$ cat src/rtl/fir_wyn_stream.sv
// FIR result capture FIFO presented as a valid/ready stream.
// Adds a last-sample marker, address sequence checks and a completion pulse.
module fir_wyn_stream #(
   parameter int DATA_W = 16,
   parameter int ADDR_W = 13,
   parameter int CNT_W  = 14,
   parameter int DEPTH  = 16
) (
   input  logic              clk,
   input  logic              rst_n,
   input  logic              start,
   input  logic [CNT_W-1:0]  ile_probek,
   input  logic              wr,
   input  logic [ADDR_W-1:0] wr_addr,
   input  logic [DATA_W-1:0] wr_data,
   input  logic              fir_done,
   output logic [DATA_W-1:0] m_data,
   output logic              m_valid,
   input  logic              m_ready,
   output logic              m_last,
   output logic              busy,
   output logic              overflow,
   output logic              seq_err,
   output logic [CNT_W-1:0]  sent_cnt,
   output logic              stream_done
);

   localparam int PW = $clog2(DEPTH);
   localparam int AW = PW + 1;
   localparam logic [AW-1:0] DEPTH_C = AW'(DEPTH);

   typedef enum logic [1:0] {
      S_IDLE,
      S_ACTIVE,
      S_DRAIN,
      S_DONE
   } state_e;

   state_e              state_q, state_d;
   logic [CNT_W-1:0]    n_q, n_d;
   logic [CNT_W-1:0]    sent_q, sent_d;
   logic [CNT_W-1:0]    acc_q, acc_d;
   logic [ADDR_W-1:0]   exp_q, exp_d;
   logic [AW-1:0]       wp_q, wp_d;
   logic [AW-1:0]       rp_q, rp_d;
   logic                ovf_q, ovf_d;
   logic                seq_q, seq_d;
   logic [DATA_W-1:0]   mem_q [DEPTH];
   logic [DATA_W-1:0]   mem_d [DEPTH];

   logic [AW-1:0]       count;
   logic                empty;
   logic                full;
   logic                pop;
   logic                in_act;
   logic                room;
   logic                below_n;
   logic                push;

   assign count   = wp_q - rp_q;
   assign empty   = (count == '0);
   assign full    = (count == DEPTH_C);
   assign pop     = !empty && m_ready;
   assign in_act  = (state_q == S_ACTIVE);
   // A full FIFO still has room when the head leaves this cycle.
   assign room    = !full || pop;
   assign below_n = (acc_q < n_q);
   assign push    = in_act && wr && below_n && room;

   always_comb begin
      state_d = state_q;
      n_d     = n_q;
      sent_d  = sent_q;
      acc_d   = acc_q;
      exp_d   = exp_q;
      wp_d    = wp_q;
      rp_d    = rp_q;
      ovf_d   = ovf_q;
      seq_d   = seq_q;
      mem_d   = mem_q;

      if (start) begin
         state_d = S_ACTIVE;
         n_d     = ile_probek;
         sent_d  = '0;
         acc_d   = '0;
         exp_d   = '0;
         wp_d    = '0;
         rp_d    = '0;
         ovf_d   = 1'b0;
         seq_d   = 1'b0;
      end else begin
         if (pop) begin
            rp_d = rp_q + AW'(1);
            if (sent_q != n_q) begin
               sent_d = sent_q + CNT_W'(1);
            end
         end

         if (push) begin
            mem_d[wp_q[PW-1:0]] = wr_data;
            wp_d  = wp_q + AW'(1);
            acc_d = acc_q + CNT_W'(1);
         end

         if (in_act && wr) begin
            if (wr_addr != exp_q) begin
               seq_d = 1'b1;
            end
            exp_d = wr_addr + ADDR_W'(1);
            if (!below_n) begin
               seq_d = 1'b1;
            end else if (!room) begin
               ovf_d = 1'b1;
            end
         end

         unique case (state_q)
            S_IDLE: begin
               state_d = S_IDLE;
            end
            S_ACTIVE: begin
               // All N samples delivered: no need to wait for fir_done.
               if (pop && (sent_q + CNT_W'(1) == n_q)) begin
                  state_d = S_DONE;
               end else if (fir_done) begin
                  state_d = S_DRAIN;
               end
            end
            S_DRAIN: begin
               if (empty) begin
                  state_d = S_DONE;
               end
            end
            S_DONE: begin
               state_d = S_IDLE;
            end
         endcase
      end
   end

   always_ff @(posedge clk or negedge rst_n) begin
      if (!rst_n) begin
         state_q <= S_IDLE;
         n_q     <= '0;
         sent_q  <= '0;
         acc_q   <= '0;
         exp_q   <= '0;
         wp_q    <= '0;
         rp_q    <= '0;
         ovf_q   <= 1'b0;
         seq_q   <= 1'b0;
         mem_q   <= '{default: '0};
      end else begin
         state_q <= state_d;
         n_q     <= n_d;
         sent_q  <= sent_d;
         acc_q   <= acc_d;
         exp_q   <= exp_d;
         wp_q    <= wp_d;
         rp_q    <= rp_d;
         ovf_q   <= ovf_d;
         seq_q   <= seq_d;
         mem_q   <= mem_d;
      end
   end

   assign m_valid     = !empty;
   assign m_data      = m_valid ? mem_q[rp_q[PW-1:0]] : '0;
   assign m_last      = m_valid && (n_q != '0) &&
                        (sent_q == n_q - CNT_W'(1));
   assign busy        = (state_q == S_ACTIVE) || (state_q == S_DRAIN);
   assign overflow    = ovf_q;
   assign seq_err     = seq_q;
   assign sent_cnt    = sent_q;
   assign stream_done = (state_q == S_DONE);

endmodule

$ cat config.mk
export PLATFORM = sky130hd
export DESIGN_NAME = fir_wyn_stream
export DESIGN_NICKNAME = d
export VERILOG_FILES = /design/src/rtl/fir_wyn_stream.sv
export SDC_FILE = /design/constraint.sdc
export NUM_CORES = 1
export LEC_CHECK = 0
export BUFFER_PORTS_ARGS = -buffer_cell sky130_fd_sc_hd__buf_2
export CAP_MARGIN = 20
export CELL_PAD_IN_SITES_DETAIL_PLACEMENT = 1
export CELL_PAD_IN_SITES_GLOBAL_PLACEMENT = 1
export CORE_ASPECT_RATIO = 1.75
export CORE_MARGIN = 4
export CORE_UTILIZATION = 46
export DETAILED_ROUTE_END_ITERATION = 12
export GPL_TIMING_DRIVEN = 0
export PLACE_DENSITY_LB_ADDON = 0.1
export SYNTH_ARGS = -nofsm -noshare
export SYNTH_HDL_FRONTEND = slang
export SYNTH_SLANG_ARGS = --single-unit
export TNS_END_PERCENT = 50
$ cat constraint.sdc
create_clock -name clk -period 3.55 [get_ports clk]
set_clock_uncertainty 0.1 [all_clocks]
set_input_delay 0.1775 -clock clk [delete_from_list [all_inputs] [get_ports clk]]
set_output_delay 0.1775 -clock clk [all_outputs]
set_load 0.005 [all_outputs]
==> results.yml, run 1 <==
outcome:
  status: "completed"
yosys:
  synth_nets: 1336
  synth_ff_type: "dfrtp_1"
  ys_warn_count: 0
  ys_ff_latch: 325
  ys_seq_area_share_pct: 49.32
  synth.distinct_cells: 56
  syn_avg_cell_area_um2: 13.12
  syn_area_mm2: 0.01649
  synth.largest_area_cell: "dfrtp_1"
  synth-async-reset-ratio_pct: 100.0
  netlist_top_cells_area: "dfrtp_1 (49%), mux2_2 (17%), mux4_2 (11%)"
  postSynthCellCount: 1257
  ys_top_cells_by_count: "dfrtp_1 (325), mux2_2 (255), mux4_2 (80)"
  synth_top_area_share_pct: 49.32
  synth_edf_count: 0
  synth.most_common_cell: "dfrtp_1"
timing:
  whs_ps: 15.82
  hold_viol: 0
  post-route-period-util_pct: 97.51
  setup_violations: 0
  relSlewSlack_pct: 39.52
  rsz0062_at_grt: "true"
  tns_ps: 0
  period_minus_slack_ps: 3462
  setup_ws_ps: 88.45
  worstMarginPinSlew_ps: 907.2
  maxSlewViolCount: 0
  fmax_mhz: 288.9
finish:
  seqCellArea_mm2: 0.008138
  area.growth.synth_to_final_pct: 17.81
  stdcell_area_mm2: 0.01943
  n_fill_cell: 3567
  drive_above_1_share_pct: 38.00
  final_cells: 1923
  diodes: 0
  multi_input_area_mm2: 0.007934
  fin_util_pct: 55.04
  fin_nets: 1514
setup_path:
  cp-start-kind: "flip-flop"
  path_delay_family: "compound AO/OA/AOI/OAI gates"
  required_ps: 3860
  cp_cell_sequence: "inv_4, buf_12, ha_2, nand3b_1, a211o_1, a2111oi_2, a211o_1, buf_6, nor4_4, buf_4, nand2_2, buf_6, mux2_2"
  cp.arrival_ps: 3770
  slowest_delay_ps: 440
  worst-path-buf-inv: 5
  worst-setup-path-type: "flip-flop to flip-flop"
  crit_fanout: 10
  critPathCaptureType: "flip-flop"
  cp_slowest_cell: "a2111oi_2"
hold_path:
  worstHoldPathType: "input port to flip-flop"
routing:
  routedWlPerCell_um: 24.25
  drtAntennaViolNets: 0
  avgViaCountPerCell: 5.690
  drc: 0
  firstDrtPassIters: 6
  drt_iter0_markers: 393
  wl_um: 46630
  vias: 10940
floorplanning:
  die_w_um: 151.1
  io_pins: 85
  row_count: 91
  die_h_um: 258.5
  dieArea_mm2: 0.03906
  core_area_mm2: 0.03530
  start_util_pct: 46.72
placed_design:
  globalplace.congestion: 0.8109
  dp_hpwl_um: 33670
  placed_area_mm2: 0.01755
  post-place-ws_ps: -1224
  port_buffers: 82
  dp.cells: 1806
clocking:
  cts-htree-levels: 2
  cts_sinks: 325
  clk_latency_ps: 530
  ctsRootBufferMaster: "clkbuf_16"
  cts_tree: "yes"
  cts_max_path_buffers: 3
  clk_pin_slew_ps: 60
  cts_buffers: 34
global_route:
  grt_pass1_wl_um: 72280
  grt_max_degree: 114
  grtUsageTotal_pct: 24.68
  antenna_found_initial: 0
  grt_pass1_vias: 12450
  overflow: 0
power_and_ir_drop:
  p_leak_nw: 9.123
  irDropWorstVdd_v: 0.0004119
  p_per_area_mw_per_mm2: 551.2
  power_mw: 10.71
run:
  drv_cap: 0
## path summary, 6_finish.rpt
check | slack (ps) | startpoint | end | depth (start not counted)
max | 90 | rp_q[2]$_DFFE_PN0P_ | mem_q[184]$_DFFE_PN0P_ | 13
min | 20 | wr_addr[4] | exp_q[4]$_DFFE_PN0P_ | 4
max reg2reg | 90 | rp_q[2]$_DFFE_PN0P_ | mem_q[184]$_DFFE_PN0P_ | 13
min reg2reg | 390 | mem_q[23]$_DFFE_PN0P_ | mem_q[23]$_DFFE_PN0P_ | 1
max in group asynchronous | 1640 | rst_n | n_q[2]$_DFFE_PN0P_ | 4
min in group asynchronous | 150 | rst_n | exp_q[11]$_DFFE_PN0P_ | 2
## worst min-delay path: stages
cell      delay [ps]
buf_2            130
inv_1            100
xnor2_1          120
a211oi_1          70
## placed cells by master, fill, tap and decap left out, types with 4 or more instances in the layout
| master | instances |
|---|---|
| a211o_1 | 6 |
| inv_1 | 33 |
| dlygate4sd3_1 | 45 |
| dfrtp_2 | 4 |
| clkbuf_16 | 36 |
| ha_1 | 28 |
| nand2_4 | 7 |
| and3_1 | 13 |
| buf_2 | 85 |
| a21oi_1 | 16 |
| clkinv_2 | 5 |
| buf_4 | 23 |
| nor2b_1 | 21 |
| nor4_1 | 11 |
| nor3_1 | 17 |
| buf_6 | 11 |
| xor2_1 | 37 |
| or3_1 | 4 |
| clkbuf_8 | 4 |
| mux2i_1 | 9 |
| nor2_1 | 71 |
| dfrtp_1 | 321 |
| nand2_2 | 5 |
| mux4_2 | 80 |
| nand3_1 | 21 |
| xnor2_1 | 48 |
| o21ai_0 | 29 |
| nand2_1 | 49 |
| clkbuf_1 | 52 |
| nand4_1 | 25 |
| mux2_2 | 255 |
| a211oi_1 | 11 |
| clkbuf_4 | 6 |
| buf_1 | 4 |
## power breakdown
group          internal, mW  total (mW)  switching, mW
Combinational          1.37        2.90           1.53
Clock                  2.05        3.55           1.51
Sequential             4.03        4.26          0.225
## layer usage
metal	GRT usage (%)	wire length (um)	up-vias	part of all wire, %
met2	48.49	26910	206	58
met4	12.38	2757	0	5.9
met1	25.07	15810	5731	34
met5	0	0	-	0
met3	2.397	1149	110	2.5
li1	-	-	4895	-
## state kept, by name, summed over array words and instances, names as in the netlist
| register | flops |
|---|---|
| rp_q | 5 |
| state_q | 2 |
| n_q | 14 |
| seq_err | 1 |
| mem_q | 256 |
| wp_q | 5 |
| sent_cnt | 14 |
| overflow | 1 |
| exp_q | 13 |
| acc_q | 14 |
## kinds of logic after synthesis
family          synth area share (%)
mux                            28.95
compound gates                 3.301
xor+xnor                       4.651
simple gates                   8.430
flops                          49.32
buf+inv                        3.073
fa+ha+maj                      2.276
## area by class of cell
class                   instances  area share (%)
flip-flops and latches        325           41.89
clock inverters                10          0.5668
clock buffers                  49           4.985
inverters                      37          0.7471
well taps                     465           2.995
plain buffers                  78           2.454
repair buffers                147           5.526
multi-input cells             812           40.84
## what timing repair did
| item | CTS | global route |
|---|---|---|
| hold buffers | 45 | 0 |
| pin swaps | 3 | 2 |
| setup buffers | 11 | 7 |
| hold endpoints to repair | 224 | 0 |
| gates resized for setup | 55 | 34 |
| setup endpoints to repair | 314 | 170 |
No activity file was read; power rests on OpenSTA's default activity.
==> inputs of run 2 (changes only) <==
--- a/config.mk
+++ b/config.mk
@@ -11,7 +11,7 @@
 export CELL_PAD_IN_SITES_GLOBAL_PLACEMENT = 1
 export CORE_ASPECT_RATIO = 1.75
 export CORE_MARGIN = 4
-export CORE_UTILIZATION = 46
+export CORE_UTILIZATION = 51
 export DETAILED_ROUTE_END_ITERATION = 12
 export GPL_TIMING_DRIVEN = 0
 export PLACE_DENSITY_LB_ADDON = 0.1
==> constraint.sdc (replaced) <==
create_clock -name clk -period 3.92 [get_ports clk]
set_clock_uncertainty 0.1 [all_clocks]
set_input_delay 0.196 -clock clk [delete_from_list [all_inputs] [get_ports clk]]
set_output_delay 0.196 -clock clk [all_outputs]
set_load 0.005 [all_outputs]
==> results.yml, run 2 (synthesized netlist as in run 1, its figures left out) <==
outcome:
  status: "completed"
power_and_ir_drop:
  p_clk_share_pct: 31.5
  switching_share_pct: 30.32
  p_leak_nw: 8.898
  p_per_area_mw_per_mm2: 487.2
  intPower_mw: 6.471
  combPwrFrac_pct: 27.0
  switchingPower_mw: 2.816
  p_seq_share_pct: 41.5
  irDropWorstVdd_v: 0.0004010
setup_path:
  cp.arrival_ps: 3490
  critPathCaptureType: "primary output"
  rr_endpoint: "sent_cnt[13]$_DFFE_PN0P_"
  reg2reg_depth: 14
  required_ps: 3620
  worst-setup-path-type: "flip-flop to primary output"
  r2r-start: "rp_q[1]$_DFFE_PN0P_"
  cp-start-kind: "flip-flop"
  r2r_slack_ps: 180
  crit_fanout: 10
routing:
  vias: 10980
  drc: 0
  drt_iter0_markers: 384
  wl_um: 45640
  firstDrtPassIters: 4
  avgViaCountPerCell: 5.949
  routedWlPerCell_um: 24.72
  drtAntennaViolNets: 0
timing:
  fmax_mhz: 264.3
  relSlewSlack_pct: 39.35
  tns_ps: 0
  period_minus_slack_ps: 3784
  post-route-period-util_pct: 96.54
  hold_viol: 0
  whs_ps: 92.08
  worstMarginPinSlew_ps: 909.8
  setup_ws_ps: 135.8
  setup_violations: 0
  rsz0062_at_grt: "false"
  maxSlewViolCount: 0
finish:
  mostFrequentLayoutCells: "dfrtp_1 (323), mux2_2 (255), buf_2 (98), mux4_2 (80), nor2_1 (71)"
  drive_above_1_share_pct: 36.21
  largest_reg_flops: 256
  mostFrequentLayoutCell: "dfrtp_1"
  area.growth.synth_to_final_pct: 15.59
  diodes: 0
  stdcell_area_mm2: 0.01906
  fin_nets: 1507
  top_register: "mem_q"
floorplanning:
  io_pins: 85
  core_area_mm2: 0.03174
  start_util_pct: 51.95
  die_w_um: 143.9
  dieArea_mm2: 0.03539
  row_count: 86
  die_h_um: 245.9
run:
  drv_cap: 0
clocking:
  cts_sinks: 325
  ctsRootBufferMaster: "clkbuf_16"
  cts_tree: "yes"
  cts-htree-levels: 1
  cts_max_path_buffers: 3
  clk_latency_ps: 580
  clk_pin_slew_ps: 70
  cts_buffers: 31
global_route:
  antenna_found_initial: 0
  grt_max_degree: 120
  overflow: 0
  grt_pass1_vias: 12290
  grtUsageTotal_pct: 26.53
  grt_pass1_wl_um: 71220
hold_path:
  hold_path_depth: 4
  hold_end: "exp_q[2]$_DFFE_PN0P_"
  worstHoldPathType: "input port to flip-flop"
  hp-start: "wr_addr[1]"
placed_design:
  post-place-ws_ps: -760.8
  globalplace.congestion: 0.8487
  port_buffers: 82
  placed_area_mm2: 0.01746
  dp_hpwl_um: 32870
run 2: cell types whose count changed in the layout (fill, tap and decap cells not counted), sizes merged:
cell	change
dlygate4sd3	+7
inv	+1
bufinv	-1
buf	-13
clkbuf	-6
clkdlybuf4s15	+4
run 2: per-stage QoR:
step                power (mW)  utilization (%)  cells
floorplan                5.342                -   1257
global placement         6.165            54.80   1735
detailed placement       6.252            55.01   1737
CTS                      9.338            59.98   1843
global route             9.740            60.05   1846
finish                   9.287            60.05   1846
run 2: power by group through the flow:
stage | Clock [mW] | Sequential, mW | Combinational, mW
after floorplan | 0 | 3.84 | 1.51
after global placement | 0 | 3.89 | 2.28
after detailed placement | 0 | 3.91 | 2.34
after CTS | 3.00 | 3.85 | 2.48
after global routing | 3.14 | 3.89 | 2.71
final | 2.92 | 3.86 | 2.51
run 2: layout make-up:
cell class / count / area [um^2]
fillers: 3140 / 12680
flip-flops and latches: 325 / 8135
multi-input cells: 812 / 7864
repair buffers: 139 / 1018
clock buffers: 45 / 888.4
well taps: 396 / 495.5
plain buffers: 82 / 435.4
inverters: 37 / 141.4
clock inverters: 10 / 83.83
run 2: layer usage:
layer	GRT usage, %	vias to the layer above	part of all wire, %	wire, um
met3	2.763	99	2.9	1305
li1	-	4900	-	-
met5	0	-	0	0
met4	12.80	0	5.4	2483
met1	27.75	5766	35	15770
met2	51.28	216	57	26090
run 2: worst max-delay path, stage by stage, from the launching register on:
cell,delay [ps]
dfrtp_2,500
clkbuf_4,300
inv_1,140
ha_1,200
xnor3_1,360
or4_1,470
a211oi_4,320
buf_6,190
inv_1,130
and4_1,180
buf_2,120
run 2: worst max path at each step:
stage                             start                  endpoint  slack [ps]  cells after the start
global placement                  rst_n    mem_q[153]$_DFFE_PN0P_       -3710                      1
CTS                 rp_q[1]$_DFFE_PN0P_                m_data[14]          40                     11
detailed placement  rp_q[1]$_DFFE_PN0P_  sent_cnt[13]$_DFFE_PN0P_        -760                     13
finish              rp_q[3]$_DFFE_PN0P_                    m_last         140                     10
floorplan           rp_q[2]$_DFFE_PN0P_     mem_q[10]$_DFFE_PN0P_         440                     11
global route        rp_q[0]$_DFFE_PN0P_                 m_data[5]           2                      6
run 2: repair_timing:
| action | in CTS | in global routing |
|---|---|---|
| hold endpoints to repair | 225 | 0 |
| setup endpoints to repair | 314 | 23 |
| cloned | 0 | 0 |
| pin swaps | 0 | 2 |
| hold buffers | 52 | 0 |
| buffers inserted | 0 | 3 |
| gates resized for setup | 30 | 2 |
